**config.mk**
```make
export PLATFORM = sky130hd
export DESIGN_NAME = cic_interpolator_flat
export DESIGN_NICKNAME = d
export VERILOG_FILES = /design/src/rtl/cic_interpolator_if.sv /design/src/rtl/cic_interpolator.sv /design/src/flat_wrapper.sv
export SDC_FILE = /design/constraint.sdc
export NUM_CORES = 1
export LEC_CHECK = 0
export BUFFER_PORTS_ARGS = -buffer_cell sky130_fd_sc_hd__buf_4
export CAP_MARGIN = 30
export CORE_ASPECT_RATIO = 1.1
export CORE_MARGIN = 2
export CORE_UTILIZATION = 30
export CTS_BUF_LIST = sky130_fd_sc_hd__clkbuf_4
export DETAILED_ROUTE_END_ITERATION = 6
export GPL_TIMING_DRIVEN = 0
export SLEW_MARGIN = 5
export SYNTH_ARGS = -nofsm -noshare
export SYNTH_HDL_FRONTEND = slang
export SYNTH_SLANG_ARGS = --single-unit
```
**constraint.sdc**
```tcl
create_clock -name clock -period 13.1 [get_ports clock]
set_clock_uncertainty 0.15 [all_clocks]
set_input_delay 0.655 -clock clock [delete_from_list [all_inputs] [get_ports clock]]
set_output_delay 0.655 -clock clock [all_outputs]
set_load 0.05 [all_outputs]
```
**src/rtl/cic_interpolator_if.sv**
```systemverilog
// ---------------------------------------------------------------------------
// cic_interpolator_if
// Sample-stream bundle for the CIC interpolator.
//   x_in    : low-rate input sample, signed two's complement
//   x_valid : x_in holds a sample
//   x_ready : the filter takes a sample this cycle
//   y_out   : full-rate output sample, signed two's complement
//   y_valid : y_out holds a filter output
// master = sample source / output sink, slave = the filter.
// ---------------------------------------------------------------------------
interface cic_interpolator_if #(
    parameter int WIDTH = 8
);
    logic signed [WIDTH-1:0] x_in;
    logic                    x_valid;
    logic                    x_ready;
    logic signed [WIDTH-1:0] y_out;
    logic                    y_valid;

    modport master (
        output x_in, x_valid,
        input  x_ready, y_out, y_valid
    );

    modport slave (
        input  x_in, x_valid,
        output x_ready, y_out, y_valid
    );
endinterface

```
**src/rtl/cic_interpolator.sv**
```systemverilog
// ---------------------------------------------------------------------------
// cic_interpolator
// CIC interpolation filter: STAGES comb stages at the low rate, zero-stuffing
// by RATE, then STAGES integrator stages at the clock rate. The output is
// scaled down by RATE^(STAGES-1) so the DC gain is exactly one.
//
// Ports
//   clock    : sole clock, rising edge
//   reset    : synchronous, active-high, clears all state
//   bus      : cic_interpolator_if.slave (x_in/x_valid/x_ready in,
//              y_out/y_valid out)
//   underrun : sticky flag, set when an accept slot finds no sample
//              (only present when CIC_INT_UNDERRUN_EN is defined)
//
// Build option
//   CIC_INT_UNDERRUN_EN : adds the underrun port and its register. The data
//                         path is the same either way: a missing sample is
//                         fed into the combs as zero.
// ---------------------------------------------------------------------------
module cic_interpolator #(
    parameter int WIDTH  = 8,
    parameter int RATE   = 16,
    parameter int STAGES = 3
) (
    input  logic                     clock,
    input  logic                     reset,
    cic_interpolator_if.slave        bus
`ifdef CIC_INT_UNDERRUN_EN
    ,
    output logic                     underrun
`endif
);
    localparam int LOG2R = $clog2(RATE);
    localparam int IW    = WIDTH + STAGES * LOG2R;
    localparam int SHIFT = (STAGES - 1) * LOG2R;
    localparam logic [LOG2R-1:0] PH_ONE = LOG2R'(1);

    logic [LOG2R-1:0]        ph_reg;
    logic                    accept;
    logic signed [IW-1:0]    x_ext;
    logic signed [IW-1:0]    comb_c [0:STAGES];
    logic signed [IW-1:0]    comb_d_reg [1:STAGES];
    logic signed [IW-1:0]    comb_reg;
    logic signed [IW-1:0]    integ_u;
    logic signed [IW-1:0]    integ_reg [1:STAGES];
    logic signed [WIDTH-1:0] y_out_reg;
    // Shift register of ones that walks from the first accept edge to the
    // edge where the first filtered value lands in y_out.
    logic [STAGES+1:0]       prime_reg;

    // RATE is a power of two, so the phase counter wraps on its own.
    always_ff @(posedge clock) begin
        if (reset) begin
            ph_reg <= '0;
        end else begin
            ph_reg <= ph_reg + PH_ONE;
        end
    end

    assign accept      = (ph_reg == '0);
    assign bus.x_ready = accept && !reset;

    // A missing sample on an accept slot enters the combs as zero.
    assign x_ext     = bus.x_valid ? IW'(bus.x_in) : '0;
    assign comb_c[0] = x_ext;

    generate
        for (genvar gi = 1; gi <= STAGES; gi++) begin : g_comb
            assign comb_c[gi] = comb_c[gi-1] - comb_d_reg[gi];

            always_ff @(posedge clock) begin
                if (reset) begin
                    comb_d_reg[gi] <= '0;
                end else if (accept) begin
                    comb_d_reg[gi] <= comb_c[gi-1];
                end
            end
        end
    endgenerate

    always_ff @(posedge clock) begin
        if (reset) begin
            comb_reg <= '0;
        end else if (accept) begin
            comb_reg <= comb_c[STAGES];
        end
    end

    // Zero-stuffing: the comb result is presented to the integrators for
    // exactly one clock, the cycle after it was captured.
    assign integ_u = (ph_reg == PH_ONE) ? comb_reg : '0;

    // Integrators wrap modulo 2^IW; the comb section cancels the wrap exactly.
    generate
        for (genvar gi = 1; gi <= STAGES; gi++) begin : g_integ
            if (gi == 1) begin : g_first
                always_ff @(posedge clock) begin
                    if (reset) begin
                        integ_reg[gi] <= '0;
                    end else begin
                        integ_reg[gi] <= integ_reg[gi] + integ_u;
                    end
                end
            end else begin : g_rest
                always_ff @(posedge clock) begin
                    if (reset) begin
                        integ_reg[gi] <= '0;
                    end else begin
                        integ_reg[gi] <= integ_reg[gi] + integ_reg[gi-1];
                    end
                end
            end
        end
    endgenerate

    // Dividing by RATE^(STAGES-1) is an arithmetic right shift, then keep
    // the low WIDTH bits.
    always_ff @(posedge clock) begin
        if (reset) begin
            y_out_reg <= '0;
            prime_reg <= '0;
        end else begin
            y_out_reg <= WIDTH'(integ_reg[STAGES] >>> SHIFT);
            prime_reg <= {prime_reg[STAGES:0], 1'b1};
        end
    end

    assign bus.y_out   = y_out_reg;
    assign bus.y_valid = prime_reg[STAGES+1];

`ifdef CIC_INT_UNDERRUN_EN
    logic underrun_reg;

    always_ff @(posedge clock) begin
        if (reset) begin
            underrun_reg <= 1'b0;
        end else if (accept && !bus.x_valid) begin
            underrun_reg <= 1'b1;
        end
    end

    assign underrun = underrun_reg;
`endif
endmodule

```
**src/flat_wrapper.sv**
```systemverilog
// flat-port wrapper written by rule: the top's interface ports become plain ports
module cic_interpolator_flat 
#(
    parameter int WIDTH  = 8,
    parameter int RATE   = 16,
    parameter int STAGES = 3
)
  (clock, reset, bus_x_in, bus_x_valid, bus_x_ready, bus_y_out, bus_y_valid);
  cic_interpolator_if #(.WIDTH(WIDTH)) bus_i ();
  input  logic clock;
  input  logic reset;
  input wire logic [$bits(bus_i.x_in)-1:0] bus_x_in;
  input wire logic [$bits(bus_i.x_valid)-1:0] bus_x_valid;
  output wire logic [$bits(bus_i.x_ready)-1:0] bus_x_ready;
  output wire logic [$bits(bus_i.y_out)-1:0] bus_y_out;
  output wire logic [$bits(bus_i.y_valid)-1:0] bus_y_valid;
  assign bus_i.x_in = bus_x_in;
  assign bus_i.x_valid = bus_x_valid;
  assign bus_x_ready = bus_i.x_ready;
  assign bus_y_out = bus_i.y_out;
  assign bus_y_valid = bus_i.y_valid;
  cic_interpolator #(.WIDTH(WIDTH), .RATE(RATE), .STAGES(STAGES)) u_core (.clock(clock), .reset(reset), .bus(bus_i));
endmodule
```
### Word-level counts from Yosys, hierarchy flattened

Memory sizes are Yosys's and may differ from the RTL's.
Cells that the tools add are included.

| word-level totals | value |
|---|---|
| bits in registers | 37 |
| RAM bits | 120 |
| bits of input ports | 11 |
| output and inout port bits | 10 |
| logic and storage cells | 39 |
| memories | 2 |

| operators by class | value |
|---|---|
| $add $sub $neg | 7 |
| equality and inequality tests | 1 |
| mux-type cells | 15 |
| bitwise logic cells | 6 |
| reductions and logical operators | 3 |

Memory list:

| memory | words | width | read ports | clocked after memory_dff | write ports | line | source |
|---|---|---|---|---|---|---|---|
| u_core.comb_d_reg | 3 | 20 | 3 | 0 | 3 | cic_interpolator.sv:42 | `logic signed [IW-1:0] comb_d_reg [1:STAGES];` |
| u_core.integ_reg | 3 | 20 | 3 | 0 | 3 | cic_interpolator.sv:45 | `logic signed [IW-1:0] integ_reg [1:STAGES];` |

Operators with widths:

| kind | number |
|---|---|
| 20-bit 2-to-1 mux | 8 |
| 20-bit adder | 3 |
| 20-bit subtractor | 3 |
| 1-bit 2-to-1 mux | 7 |
| 1-bit bitwise OR | 6 |
| 4-bit by 1-bit adder with 4-bit output, second input constant | 1 |
| 4-bit by 1-bit equality test with 1-bit output, second input constant | 1 |
| 4-bit logical NOT | 1 |
| 1-bit logical AND | 1 |
| 1-bit logical NOT | 1 |

### Logic depth before layout (Yosys ltp)

| logic depth | value |
|---|---|
| depth in word-level cells | 5 |
| mapped depth | 24 |
| depth with buffers taken out | 24 |

### Worst setup path after synthesis

OpenSTA, ideal clock, no wires.

| timing | value |
|---|---|
| path kind | input-to-reg |
| start | input bus_x_in[1] |
| end | register u_core.comb_reg[14] |
| setup time | 125 ps |
| data arrival time | 5,040 ps |
| data required time | 12,825 ps |
| slack | 7,786 ps |
| stages on the path | 22 |
| path buffers | 0 |
| cell sequence | and2_1 -> ha_1 -> a21o_1 -> a21o_1 -> a31oi_1 -> o21bai_1 -> a21o_1 -> fa_1 -> ha_1 -> a2111oi_0 -> a211oi_2 -> o21a_1 -> a21oi_1 -> ha_1 -> and4_1 -> nand3_1 -> nor3_2 -> nor3_1 -> a21boi_1 -> o21ai_0 -> nor3b_1 -> o31ai_1 |

RTL lines:

| item | line | source |
|---|---|---|
| from (decl) | flat_wrapper.sv:12 | `input wire logic [$bits(bus_i.x_in)-1:0] bus_x_in;` |
| to (signal assigned) | cic_interpolator.sv:85 | `comb_reg <= comb_c[STAGES];` |
| to (decl) | cic_interpolator.sv:43 | `logic signed [IW-1:0] comb_reg;` |

==> metrics <==
EDFF count, synth=40; core region area=between 0.02 and 0.03 mm2; register bit count reported by yosys=121; initial standard-cell utilization of the core=a little over 30%; total iterations of the first detailed-routing run=5; NetSw=0.631 mW; average wire length per cell after detail routing=about 12 um; leakage power of the design=3.78 nW; fin crit period=5.41 ns; share of final-layout standard cells stronger than drive strength 1=8.18%; worst setup slack before clock tree synthesis=7.11 ns; critical path data required time=approximately 13 ns; antenna violation net count after detailed routing=0; vias in the first global route=5536; share of the synthesized area in the top cell type=21.1%; Clk network pwr share=17.8%; H-tree levels=4; portion of netlist area occupied by mux cells=less than 1%; clock latency on the worst-skew pair=0.54 ns; count of unresolved DRC violations after routing=0; share of synthesized cell area in full adder, half adder and majority cells=16.0%; Die Height=172 um; longest individual stage delay on the worst path=0.49 ns; synthesized netlist net count=945; buffer cell driving the clock tree root=clkbuf_4; die area=approximately 0.027 mm2; die span in x=157 um; vias after detailed routing=5604; YS warnings=0; Fmax achieved=roughly 180 MHz; via/cell ratio=approximately 4.6; Cells on Worst Hold Path=2; Largest register FFs=between 40 and 50; combined global-route utilization of all metal layers=11.5%; pin count of the biggest net entering global routing=41; run status=completed; average instance area after synthesis=9.14 um2; number of nets in the layout=984; # port buffers=20; cell class contributing the biggest share of worst-path delay=compound AO/OA/AOI/OAI gates; Buffers & Inverters on Critical Path=1; maximum VDD drop=0.107 mV; utilization of the core after routing=between 30 and 40%; wire length of the first global-routing pass=24900 um; Setup WS post-layout=7.69 ns; count of standard-cell rows=~60; share of synthesized flip-flops with an asynchronous set or reset=0%; commonest cells in the synthesized netlist=87 x ha_1, 81 x dfxtp_1, 80 x nor2_1; Total Routed Length=around 14000 um; crit path capture type=flip-flop; CTS buffer count=17; actual slew at the worst max-slew pin=0.848 ns; clock transition at the registers of the reported paths=0.13 ns; count of antenna diodes in the layout=0; maximum buffer depth of the clock tree=2; total count of hold-check failures in the final report=0; half-perimeter wire length after detailed placement=around 11000 um; total of max-cap violations=0; type of the tightest min-delay check=input pin to flip-flop; Post-Syn Area=0.00767 mm2; arrival time at the worst endpoint=5.72 ns; xor/xnor share of the synthesized area=approximately 7%; remaining global-route overflow=0; weighted congestion at the end of routability-driven global placement=0.840; drt first-iter violations=132; power density cells=183 mW/mm2; type of element launching the critical path=input pin; Final Cycle Share=between 40% and 50%; number of antenna violations at the first check in global routing=0; largest fanout of any net on the critical path=8; cell type with the highest aggregate area in the netlist=dfxtp_1; P_int=0.930 mW; biggest area contributors in the synthesized netlist=dfxtp_1 21%, edfxtp_1 16%, ha_1 14%; number of cells produced by synthesis=840; critical path start-end classification=input pin to flip-flop; max-slew violations=0; # IOs=21; logic depth of the worst setup path including buffers=23; simple logic cell fraction of the synthesized area=about 18%; Sw Ratio=40.4%; setup fix buffers added after clock tree synthesis=0; RSZ-0062 raised after global routing=false; cell at the slowest stage of the critical path=a2111oi_0; final hold slack=0.255 ns; Clock Sink Count=121; count of distinct cell types in the synthesized netlist=63; Final TNS setup=0 ns; combinational share of power=about half; Post-CTS Hold Fix Bufs=0; Synth-to-Final Area Change=10.9%; largest family of logic cells by synthesized area=simple AND/OR/NAND/NOR gates; critical-path cell list=buf_4, and2_1, ha_1, a21o_1, a21o_1, a31oi_1, o21bai_1, a21o_1, fa_1, ha_1, a2111oi_0, a211oi_2, o21ai_0, a21oi_1, ha_1, and4_1, nand3_1, nor3_2, nor3_1, a21boi_1, o21ai_0, nor3b_1, o31ai_1; final-report setup violation count=0; final std cell area, no fill=0.00851 mm2; area post-placement=0.00822 mm2; number of gates given a new drive strength after cts=0; post-synthesis compound-gate area fraction=17.5%; Most used DFF post-synth=dfxtp_1; CTS tree=done; share of power burned in registers=31.3%; register area share after synthesis=36.8%; most used standard cell by instance count after synthesis=ha_1; Relative slew margins=43.4%; FF-to-FF path depth=22
==> final timing paths <==
| kind | from | end | slack [ns] |
|---|---|---|---|
| worst max-delay path | bus_x_valid | u_core.comb_reg[14] | 7.69 |
| worst min register to register | u_core.prime_reg[2] | u_core.prime_reg[3] | 0.30 |
| worst min-delay path | reset | u_core.prime_reg[0] | 0.26 |
| worst max register to register | u_core.comb_d_reg[0][21] | u_core.comb_reg[14] | 7.71 |
==> per-stage QoR <==
stage	cells	total power, mW
floorplan	840	1.15
global placement	1175	1.28
CTS	1207	1.58
detailed placement	1175	1.29
global route	1207	1.72
finish	1207	1.56
==> cells by family after synthesis <==
group / count (synthesis)
XOR/XNOR: 59
multiplexers: 2
AO/OA/AOI/OAI: 202
AND/OR/NAND/NOR: 270
buffers and inverters: 92
flip-flops: 121
adder cells (fa/ha/maj): 94
==> cells in the final DEF, fill, tap and decap left out, drive strengths merged, types with 15 or more instances in the layout <==
| master | count |
|---|---|
| ha | 87 |
| dfxtp | 81 |
| inv | 81 |
| nor2 | 80 |
| a21oi | 54 |
| o21ai | 46 |
| nand2 | 40 |
| edfxtp | 40 |
| and2 | 37 |
| xnor2 | 34 |
| clkbuf | 32 |
| a21o | 31 |
| nor2b | 28 |
| xor2 | 25 |
| buf | 22 |
| nor3 | 19 |
| and3 | 16 |
| o21a | 15 |
==> power by group through the flow <==
stage / Sequential [mW] / Combinational [mW] / Clock [mW]
5_1_grt: 0.497 / 0.914 / 0.304
3_3_place_gp: 0.496 / 0.783 / 0
6_report: 0.488 / 0.795 / 0.277
2_1_floorplan: 0.497 / 0.652 / 0
4_1_cts: 0.489 / 0.801 / 0.291
3_5_place_dp: 0.498 / 0.797 / 0
==> final cells by class <==
class,instances,area (um2)
Buffer,17,63.8
Clock buffer,17,128
Clock inverter,15,165
Fill cell,2637,16700
Inverter,75,282
Multi-Input combinational cell,627,4510
Sequential cell,121,2820
Tap cell,315,394
Timing Repair Buffer,20,150
==> worst register-to-register path: stages (launching register included) <==
cell and delay, ns:
edfxtp_1 0.38, inv_1 0.10, ha_1 0.23, a21o_1 0.17
a21o_1 0.19, a31oi_1 0.26, o21bai_1 0.10, a21o_1 0.23
fa_1 0.47, ha_1 0.36, a2111oi_0 0.49, a211oi_2 0.15
o21ai_0 0.18, a21oi_1 0.11, ha_1 0.37, and4_1 0.30
nand3_1 0.11, nor3_2 0.21, nor3_1 0.08, a21boi_1 0.19
o21ai_0 0.12, nor3b_1 0.16, o31ai_1 0.21
==> metal layers <==
metal / share of wire (%) / vias to the layer above / track usage [%]
li1: - / 3029 / -
met1: 47 / 2491 / 13.3
met2: 48 / 63 / 20.4
met3: 2.6 / 21 / 3.12
met4: 2.2 / 0 / 3.83
met5: 0 / - / 0
Power figures use the tool's default switching activity.
